==> config.mk <==
export PLATFORM = sky130hd
export DESIGN_NAME = sdram_axi_arbiter
export DESIGN_NICKNAME = d
export VERILOG_FILES = /design/src/rtl/sdram_axi_arbiter.sv
export SDC_FILE = /design/constraint.sdc
export NUM_CORES = 1
export LEC_CHECK = 0
export ABC_AREA = 1
export BUFFER_PORTS_ARGS = -buffer_cell sky130_fd_sc_hd__buf_2
export CAP_MARGIN = 5
export CORE_AREA = 2 2 137 139
export DETAILED_ROUTE_END_ITERATION = 10
export DIE_AREA = 0 0 139 141
export HOLD_SLACK_MARGIN = 0.05
export PLACE_DENSITY = 0.81
export SETUP_SLACK_MARGIN = 0.4
export SYNTH_ARGS = -nofsm -noshare
export SYNTH_HDL_FRONTEND = slang
export SYNTH_SLANG_ARGS = --single-unit
==> constraint.sdc <==
create_clock -name i_clk -period 2.15 [get_ports i_clk]
set_input_delay 0.43 -clock i_clk [delete_from_list [all_inputs] [get_ports i_clk]]
set_output_delay 0.43 -clock i_clk [all_outputs]
set_load 0.01 [all_outputs]
==> src/rtl/sdram_axi_arbiter.sv <==
// ---------------------------------------------------------------------------
// sdram_axi_arbiter
// Shares the single AXI4-Lite master port of the SDRAM controller between
// two single-word req/ack requesters: rq0 (instruction fetch) and rq1
// (data load/store). One transaction is outstanding at a time.
//
// Parameters
//   PRIO_MODE  0 = round-robin between rq0/rq1, 1 = fixed priority (rq0 wins)
//
// Ports
//   i_clk, i_rstn                  clock, asynchronous active-low reset
//   i_rqN_req/we/addr/wdata/wstrb  request (N=0,1); held until o_rqN_ack
//   o_rqN_ack                      one-cycle completion pulse
//   o_rqN_rdata, o_rqN_err         read data / resp[1], valid with ack
//   o_m_axi_ar*, i_m_axi_arready   read address channel
//   i_m_axi_r*, o_m_axi_rready     read data channel
//   o_m_axi_aw*, i_m_axi_awready   write address channel
//   o_m_axi_w*, i_m_axi_wready     write data channel
//   i_m_axi_b*, o_m_axi_bready     write response channel
//   o_busy                         high from grant until the ack cycle
// ---------------------------------------------------------------------------
module sdram_axi_arbiter #(
    parameter int PRIO_MODE = 0
) (
    input  logic        i_clk,
    input  logic        i_rstn,
    input  logic        i_rq0_req,
    input  logic        i_rq0_we,
    input  logic [31:0] i_rq0_addr,
    input  logic [31:0] i_rq0_wdata,
    input  logic [3:0]  i_rq0_wstrb,
    output logic        o_rq0_ack,
    output logic [31:0] o_rq0_rdata,
    output logic        o_rq0_err,
    input  logic        i_rq1_req,
    input  logic        i_rq1_we,
    input  logic [31:0] i_rq1_addr,
    input  logic [31:0] i_rq1_wdata,
    input  logic [3:0]  i_rq1_wstrb,
    output logic        o_rq1_ack,
    output logic [31:0] o_rq1_rdata,
    output logic        o_rq1_err,
    output logic [31:0] o_m_axi_araddr,
    output logic        o_m_axi_arvalid,
    input  logic        i_m_axi_arready,
    input  logic [31:0] i_m_axi_rdata,
    input  logic [1:0]  i_m_axi_rresp,
    input  logic        i_m_axi_rvalid,
    output logic        o_m_axi_rready,
    output logic [31:0] o_m_axi_awaddr,
    output logic        o_m_axi_awvalid,
    input  logic        i_m_axi_awready,
    output logic [31:0] o_m_axi_wdata,
    output logic [3:0]  o_m_axi_wstrb,
    output logic        o_m_axi_wvalid,
    input  logic        i_m_axi_wready,
    input  logic [1:0]  i_m_axi_bresp,
    input  logic        i_m_axi_bvalid,
    output logic        o_m_axi_bready,
    output logic        o_busy
);

    typedef enum logic [2:0] {
        ST_IDLE  = 3'd0,
        ST_RADDR = 3'd1,
        ST_RDATA = 3'd2,
        ST_WADDR = 3'd3,
        ST_WRESP = 3'd4,
        ST_DONE  = 3'd5
    } state_t;

    state_t      r_state, w_state_nxt;
    logic        r_gnt, w_gnt_nxt;
    logic        r_rr_last, w_rr_last_nxt;
    logic        r_busy, w_busy_nxt;
    logic        r_arvalid, w_arvalid_nxt;
    logic [31:0] r_araddr, w_araddr_nxt;
    logic        r_rready, w_rready_nxt;
    logic        r_awvalid, w_awvalid_nxt;
    logic [31:0] r_awaddr, w_awaddr_nxt;
    logic        r_wvalid, w_wvalid_nxt;
    logic [31:0] r_wdata, w_wdata_nxt;
    logic [3:0]  r_wstrb, w_wstrb_nxt;
    logic        r_bready, w_bready_nxt;
    logic        r_rq0_ack, w_rq0_ack_nxt;
    logic [31:0] r_rq0_rdata, w_rq0_rdata_nxt;
    logic        r_rq0_err, w_rq0_err_nxt;
    logic        r_rq1_ack, w_rq1_ack_nxt;
    logic [31:0] r_rq1_rdata, w_rq1_rdata_nxt;
    logic        r_rq1_err, w_rq1_err_nxt;

    logic        w_win;
    logic        w_sel_we;
    logic [31:0] w_sel_addr;
    logic [31:0] w_sel_wdata;
    logic [3:0]  w_sel_wstrb;
    logic        w_cpl;
    logic [31:0] w_cpl_rdata;
    logic        w_cpl_err;
    logic        w_aw_left;
    logic        w_w_left;
    // Only resp[1] distinguishes error responses; resp[0] is deliberately ignored.
    logic        w_unused_resp;

    assign w_unused_resp = i_m_axi_rresp[0] ^ i_m_axi_bresp[0];

    // Arbitration: pick the winner and mux its payload.
    always_comb begin
        w_win = 1'b0;
        if (i_rq0_req && i_rq1_req) begin
            // Tie: fixed priority favours rq0, round-robin favours the one not served last.
            w_win = (PRIO_MODE == 1) ? 1'b0 : ~r_rr_last;
        end else begin
            w_win = i_rq1_req;
        end
        w_sel_we    = w_win ? i_rq1_we    : i_rq0_we;
        w_sel_addr  = w_win ? i_rq1_addr  : i_rq0_addr;
        w_sel_wdata = w_win ? i_rq1_wdata : i_rq0_wdata;
        w_sel_wstrb = w_win ? i_rq1_wstrb : i_rq0_wstrb;
    end

    // Next-state and next-output logic of the transfer FSM.
    always_comb begin
        w_state_nxt     = r_state;
        w_gnt_nxt       = r_gnt;
        w_rr_last_nxt   = r_rr_last;
        w_busy_nxt      = r_busy;
        w_arvalid_nxt   = r_arvalid;
        w_araddr_nxt    = r_araddr;
        w_rready_nxt    = r_rready;
        w_awvalid_nxt   = r_awvalid;
        w_awaddr_nxt    = r_awaddr;
        w_wvalid_nxt    = r_wvalid;
        w_wdata_nxt     = r_wdata;
        w_wstrb_nxt     = r_wstrb;
        w_bready_nxt    = r_bready;
        w_cpl           = 1'b0;
        w_cpl_rdata     = 32'd0;
        w_cpl_err       = 1'b0;
        w_aw_left       = r_awvalid & ~i_m_axi_awready;
        w_w_left        = r_wvalid & ~i_m_axi_wready;
        case (r_state)
            ST_IDLE: begin
                if (i_rq0_req || i_rq1_req) begin
                    w_gnt_nxt     = w_win;
                    w_rr_last_nxt = w_win;
                    w_busy_nxt    = 1'b1;
                    if (w_sel_we) begin
                        w_awvalid_nxt = 1'b1;
                        w_wvalid_nxt  = 1'b1;
                        w_awaddr_nxt  = w_sel_addr;
                        w_wdata_nxt   = w_sel_wdata;
                        w_wstrb_nxt   = w_sel_wstrb;
                        w_state_nxt   = ST_WADDR;
                    end else begin
                        w_arvalid_nxt = 1'b1;
                        w_araddr_nxt  = w_sel_addr;
                        w_state_nxt   = ST_RADDR;
                    end
                end else begin
                    w_state_nxt = ST_IDLE;
                end
            end
            ST_RADDR: begin
                if (i_m_axi_arready) begin
                    w_arvalid_nxt = 1'b0;
                    w_rready_nxt  = 1'b1;
                    w_state_nxt   = ST_RDATA;
                end else begin
                    w_state_nxt = ST_RADDR;
                end
            end
            ST_RDATA: begin
                if (i_m_axi_rvalid) begin
                    w_rready_nxt = 1'b0;
                    w_cpl        = 1'b1;
                    w_cpl_rdata  = i_m_axi_rdata;
                    w_cpl_err    = i_m_axi_rresp[1];
                    w_state_nxt  = ST_DONE;
                end else begin
                    w_state_nxt = ST_RDATA;
                end
            end
            ST_WADDR: begin
                // AW and W are retired independently; the valid register
                // itself remembers which one is still pending.
                w_awvalid_nxt = w_aw_left;
                w_wvalid_nxt  = w_w_left;
                if (!w_aw_left && !w_w_left) begin
                    w_bready_nxt = 1'b1;
                    w_state_nxt  = ST_WRESP;
                end else begin
                    w_state_nxt = ST_WADDR;
                end
            end
            ST_WRESP: begin
                if (i_m_axi_bvalid) begin
                    w_bready_nxt = 1'b0;
                    w_cpl        = 1'b1;
                    w_cpl_rdata  = 32'd0;
                    w_cpl_err    = i_m_axi_bresp[1];
                    w_state_nxt  = ST_DONE;
                end else begin
                    w_state_nxt = ST_WRESP;
                end
            end
            ST_DONE: begin
                w_busy_nxt  = 1'b0;
                w_state_nxt = ST_IDLE;
            end
            default: begin
                w_busy_nxt    = 1'b0;
                w_arvalid_nxt = 1'b0;
                w_rready_nxt  = 1'b0;
                w_awvalid_nxt = 1'b0;
                w_wvalid_nxt  = 1'b0;
                w_bready_nxt  = 1'b0;
                w_state_nxt   = ST_IDLE;
            end
        endcase
        // Completion is registered so ack lands in the DONE cycle; the
        // non-granted requester keeps its previous rdata/err.
        w_rq0_ack_nxt   = w_cpl & ~r_gnt;
        w_rq1_ack_nxt   = w_cpl & r_gnt;
        w_rq0_rdata_nxt = w_rq0_ack_nxt ? w_cpl_rdata : r_rq0_rdata;
        w_rq0_err_nxt   = w_rq0_ack_nxt ? w_cpl_err   : r_rq0_err;
        w_rq1_rdata_nxt = w_rq1_ack_nxt ? w_cpl_rdata : r_rq1_rdata;
        w_rq1_err_nxt   = w_rq1_ack_nxt ? w_cpl_err   : r_rq1_err;
    end

    // State and output registers; rr_last resets to 1 so rq0 wins the first tie.
    always_ff @(posedge i_clk or negedge i_rstn) begin
        if (!i_rstn) begin
            r_state     <= ST_IDLE;
            r_gnt       <= 1'b0;
            r_rr_last   <= 1'b1;
            r_busy      <= 1'b0;
            r_arvalid   <= 1'b0;
            r_araddr    <= 32'd0;
            r_rready    <= 1'b0;
            r_awvalid   <= 1'b0;
            r_awaddr    <= 32'd0;
            r_wvalid    <= 1'b0;
            r_wdata     <= 32'd0;
            r_wstrb     <= 4'd0;
            r_bready    <= 1'b0;
            r_rq0_ack   <= 1'b0;
            r_rq0_rdata <= 32'd0;
            r_rq0_err   <= 1'b0;
            r_rq1_ack   <= 1'b0;
            r_rq1_rdata <= 32'd0;
            r_rq1_err   <= 1'b0;
        end else begin
            r_state     <= w_state_nxt;
            r_gnt       <= w_gnt_nxt;
            r_rr_last   <= w_rr_last_nxt;
            r_busy      <= w_busy_nxt;
            r_arvalid   <= w_arvalid_nxt;
            r_araddr    <= w_araddr_nxt;
            r_rready    <= w_rready_nxt;
            r_awvalid   <= w_awvalid_nxt;
            r_awaddr    <= w_awaddr_nxt;
            r_wvalid    <= w_wvalid_nxt;
            r_wdata     <= w_wdata_nxt;
            r_wstrb     <= w_wstrb_nxt;
            r_bready    <= w_bready_nxt;
            r_rq0_ack   <= w_rq0_ack_nxt;
            r_rq0_rdata <= w_rq0_rdata_nxt;
            r_rq0_err   <= w_rq0_err_nxt;
            r_rq1_ack   <= w_rq1_ack_nxt;
            r_rq1_rdata <= w_rq1_rdata_nxt;
            r_rq1_err   <= w_rq1_err_nxt;
        end
    end

    assign o_busy          = r_busy;
    assign o_m_axi_arvalid = r_arvalid;
    assign o_m_axi_araddr  = r_araddr;
    assign o_m_axi_rready  = r_rready;
    assign o_m_axi_awvalid = r_awvalid;
    assign o_m_axi_awaddr  = r_awaddr;
    assign o_m_axi_wvalid  = r_wvalid;
    assign o_m_axi_wdata   = r_wdata;
    assign o_m_axi_wstrb   = r_wstrb;
    assign o_m_axi_bready  = r_bready;
    assign o_rq0_ack       = r_rq0_ack;
    assign o_rq0_rdata     = r_rq0_rdata;
    assign o_rq0_err       = r_rq0_err;
    assign o_rq1_ack       = r_rq1_ack;
    assign o_rq1_rdata     = r_rq1_rdata;
    assign o_rq1_err       = r_rq1_err;

endmodule

==> run metrics <==
status=finished clean; fin util=58.75%; WL/cell=14.30 um; Tmin final=1652 ps; register clock-pin slew on the reported worst setup and hold paths=70 ps; Seq pwr share=38.3%; DR DRC count=0; initial DRC count=353; HPWL after DPL=16,900 um; fmax=605.4 MHz; Final Slew Violations=0; Net Sw Power=6.148 mW; Total GRT Usage=24.72%; CTS Sinks=179; Worst EP required=2510 ps; pwr dens=1400 mW/mm^2; Final nets=1,616; leakage=6.613 nW; peak supply drop=0.0006890 V; CTS H-tree depth=4; GR Util met1=29.90%; Final ANT Viol Nets=0; final setup vio count=0; setup tns final=0 ps; crit path max fanout=34; grt ovf=0; flops & latches, synth=179; Synth Area in XOR/XNOR=0%; Finished Cell Area=0.01073 mm^2; Skew-Pair Late Insertion Delay=420 ps; Max-cap violations=0; DRT Wirelength=24,010 um; die area=0.01960 mm^2; GR Util met3=4.144%; most common cell after layout, fill and taps aside=nand2_1; CP Launch Type=register; global placer's final weighted congestion=0.8940; met2 Track Usage GR=44.00%; synthesized instance count=1,092; synth-to-layout area growth=33.04%; capture point of the worst path=o_m_axi_awaddr[31]$_DFFE_PN0P_; vias in the first global route=7,607; first-pass GRT wire length=38,610 um; DP Area=0.01007 mm^2; Simple-Gate Fraction of Synth Area=39.65%; busiest layer in global routing=met2; Via density=4.740; number of buffers created by CTS=17; Clock Skew=11.63 ps; Die Y-Extent=141 um; period utilisation layout=76.83%; Internal=8.875 mW; post-synthesis adder-cell area fraction=0.1551%; Worst slew margin=72.35%; row cnt=50; worst min-delay path class=input pin to register; clock share of power=20.5%; Net Sw Frac=40.92%; Worst Setup SP=r_rr_last$_DFFE_PN1P_; Worst setup EP type=register; Synthesis Warnings=0; main combinational cell family by area after synthesis=simple AND/OR/NAND/NOR gates; register area share after synthesis=55.55%; DRT Pass-1 Iters=4; IO buf count=354; Ports=357; Mapped Avg Cell Area=7.387 um^2; initial antenna violation count=0; CP Class=register to register; ratio of cells with drive above 1 in the final layout=29.27%; Worst R2R Setup Slack=500 ps; combinational share of power=41.3%; worst r2r src=r_rr_last$_DFFE_PN1P_; pin count of the biggest net entering global routing=70; Core ar.=0.01827 mm^2; arrival time at the worst endpoint=2010 ps; RSZ-0062 raised after global routing=yes; die width=139 um; syn nets=1,276; ANT cells=0; Synth Cell Area=0.008066 mm^2; CTS tree=done; worst slew pin tran=414.3 ps; clock buffer depth=2; FF-to-FF path depth=9; clock root cell=clkbuf_16; Yosys cell types=21; Fin. Hold Viols=0; mux share of post-synthesis cell area=0%; via count=7,959; Initial Util=44.16%; post-synthesis compound-gate area fraction=0.4808%; worst reg2reg endpoint=o_m_axi_awaddr[31]$_DFFE_PN0P_; commonest non-fill, non-tap cells in the layout=nand2_1 (765), buf_2 (353), dfrtp_1 (177)
[worst min path at each step]
stage	from	to	slack (ps)	depth (start not counted)
5_1_grt	i_m_axi_arready	r_state[1]$_DFF_PN0_	260	3
3_3_place_gp	i_rstn	o_rq1_rdata[5]$_DFFE_PN0P_	380	1
6_report	i_m_axi_arready	r_state[1]$_DFF_PN0_	280	3
4_1_cts	i_m_axi_arready	r_state[1]$_DFF_PN0_	260	3
3_5_place_dp	i_rstn	o_rq1_rdata[5]$_DFFE_PN0P_	380	1
2_1_floorplan	i_rstn	o_busy$_DFFE_PN0P_	130	0
[flip-flops by register name, indices dropped and copies added, names as in the netlist]
register	flops
o_rq1_err	1
r_gnt	1
o_rq0_err	1
o_rq1_rdata	32
r_rr_last	1
o_m_axi_araddr	32
o_rq0_rdata	32
o_m_axi_arvalid	1
o_rq0_ack	1
o_busy	1
o_m_axi_wvalid	1
o_m_axi_awaddr	32
o_m_axi_wdata	32
o_m_axi_rready	1
o_rq1_ack	1
r_state	3
o_m_axi_bready	1
o_m_axi_wstrb	4
o_m_axi_awvalid	1
[worst max-delay path, stage by stage (launching register included)]
cell and delay (ps):
dfstp_2 530, nand2_1 100, nand2_4 90, nand2_1 70, nand2_1 140, nand2_2 100
inv_2 150, buf_12 230, nand2_1 90, nand2_1 80
[power groups by stage]
stage | clock network [mW] | logic [mW] | registers [mW]
finish | 3.08 | 6.20 | 5.75
global route | 3.31 | 6.87 | 5.92
CTS | 3.14 | 6.24 | 5.73
detailed placement | 0 | 6.16 | 5.74
global placement | 0 | 5.99 | 5.72
floorplan | 0 | 2.80 | 6.39
[cells in the mapped netlist, drive strengths merged]
cell type / count / area share [%]
dfrtp: 178 / 55
clkbuf: 28 / 1.3
a21oi: 1 / 0.062
buf: 27 / 2.1
inv: 15 / 0.70
o22a: 1 / 0.11
dfstp: 1 / 0.33
nand2: 772 / 36
o21ai: 5 / 0.31
clkinv: 2 / 0.093
nor2: 43 / 2.3
nand4: 5 / 0.39
nand3: 13 / 0.81
ha: 1 / 0.16
[cells by family (layout without fill, tap and decap cells)]
kind of cell / Yosys count / count (layout)
simple gates: 833 / 833
flops: 179 / 179
buf+inv: 72 / 425
compound gates: 7 / 7
fa+ha+maj: 1 / 1
[timing repair]
item | in CTS | in global routing
cloned | 1 | 0
gates resized for setup | 1 | 6
setup endpoints to repair | 142 | 137
pin swaps | 1 | 0
hold buffers | 1 | 0
hold endpoints to repair | 33 | 0
setup buffers | 2 | 0
[metrics by stage]
stage                     power (mW)  std cells  setup slack [ps]  hold slack (ps)
after CTS                      15.12       1679             294.1            256.0
after global routing           16.10       1679             390.3            258.4
after floorplan                9.187       1092             630.1            134.4
after detailed placement       11.90       1643             271.8            378.2
after global placement         11.71       1643             294.2            379.3
final                          15.02       1679             498.3            278.1
[layer usage]
layer	vias up	routed length [um]
met5	-	0
met2	334	12110
met4	0	891
met3	49	1446
li1	3952	-
met1	3624	9563
[layout make-up]
cell class                      count  area (um^2)
Clock buffer                       19        432.9
Clock inverter                     13        147.6
Fill cell                        1725         7536
Inverter                           17        63.81
Multi-Input combinational cell    841         3264
Sequential cell                   179         4482
Tap cell                          234        292.8
Timing Repair Buffer              376         2048
No activity file was read; power rests on OpenSTA's default activity.
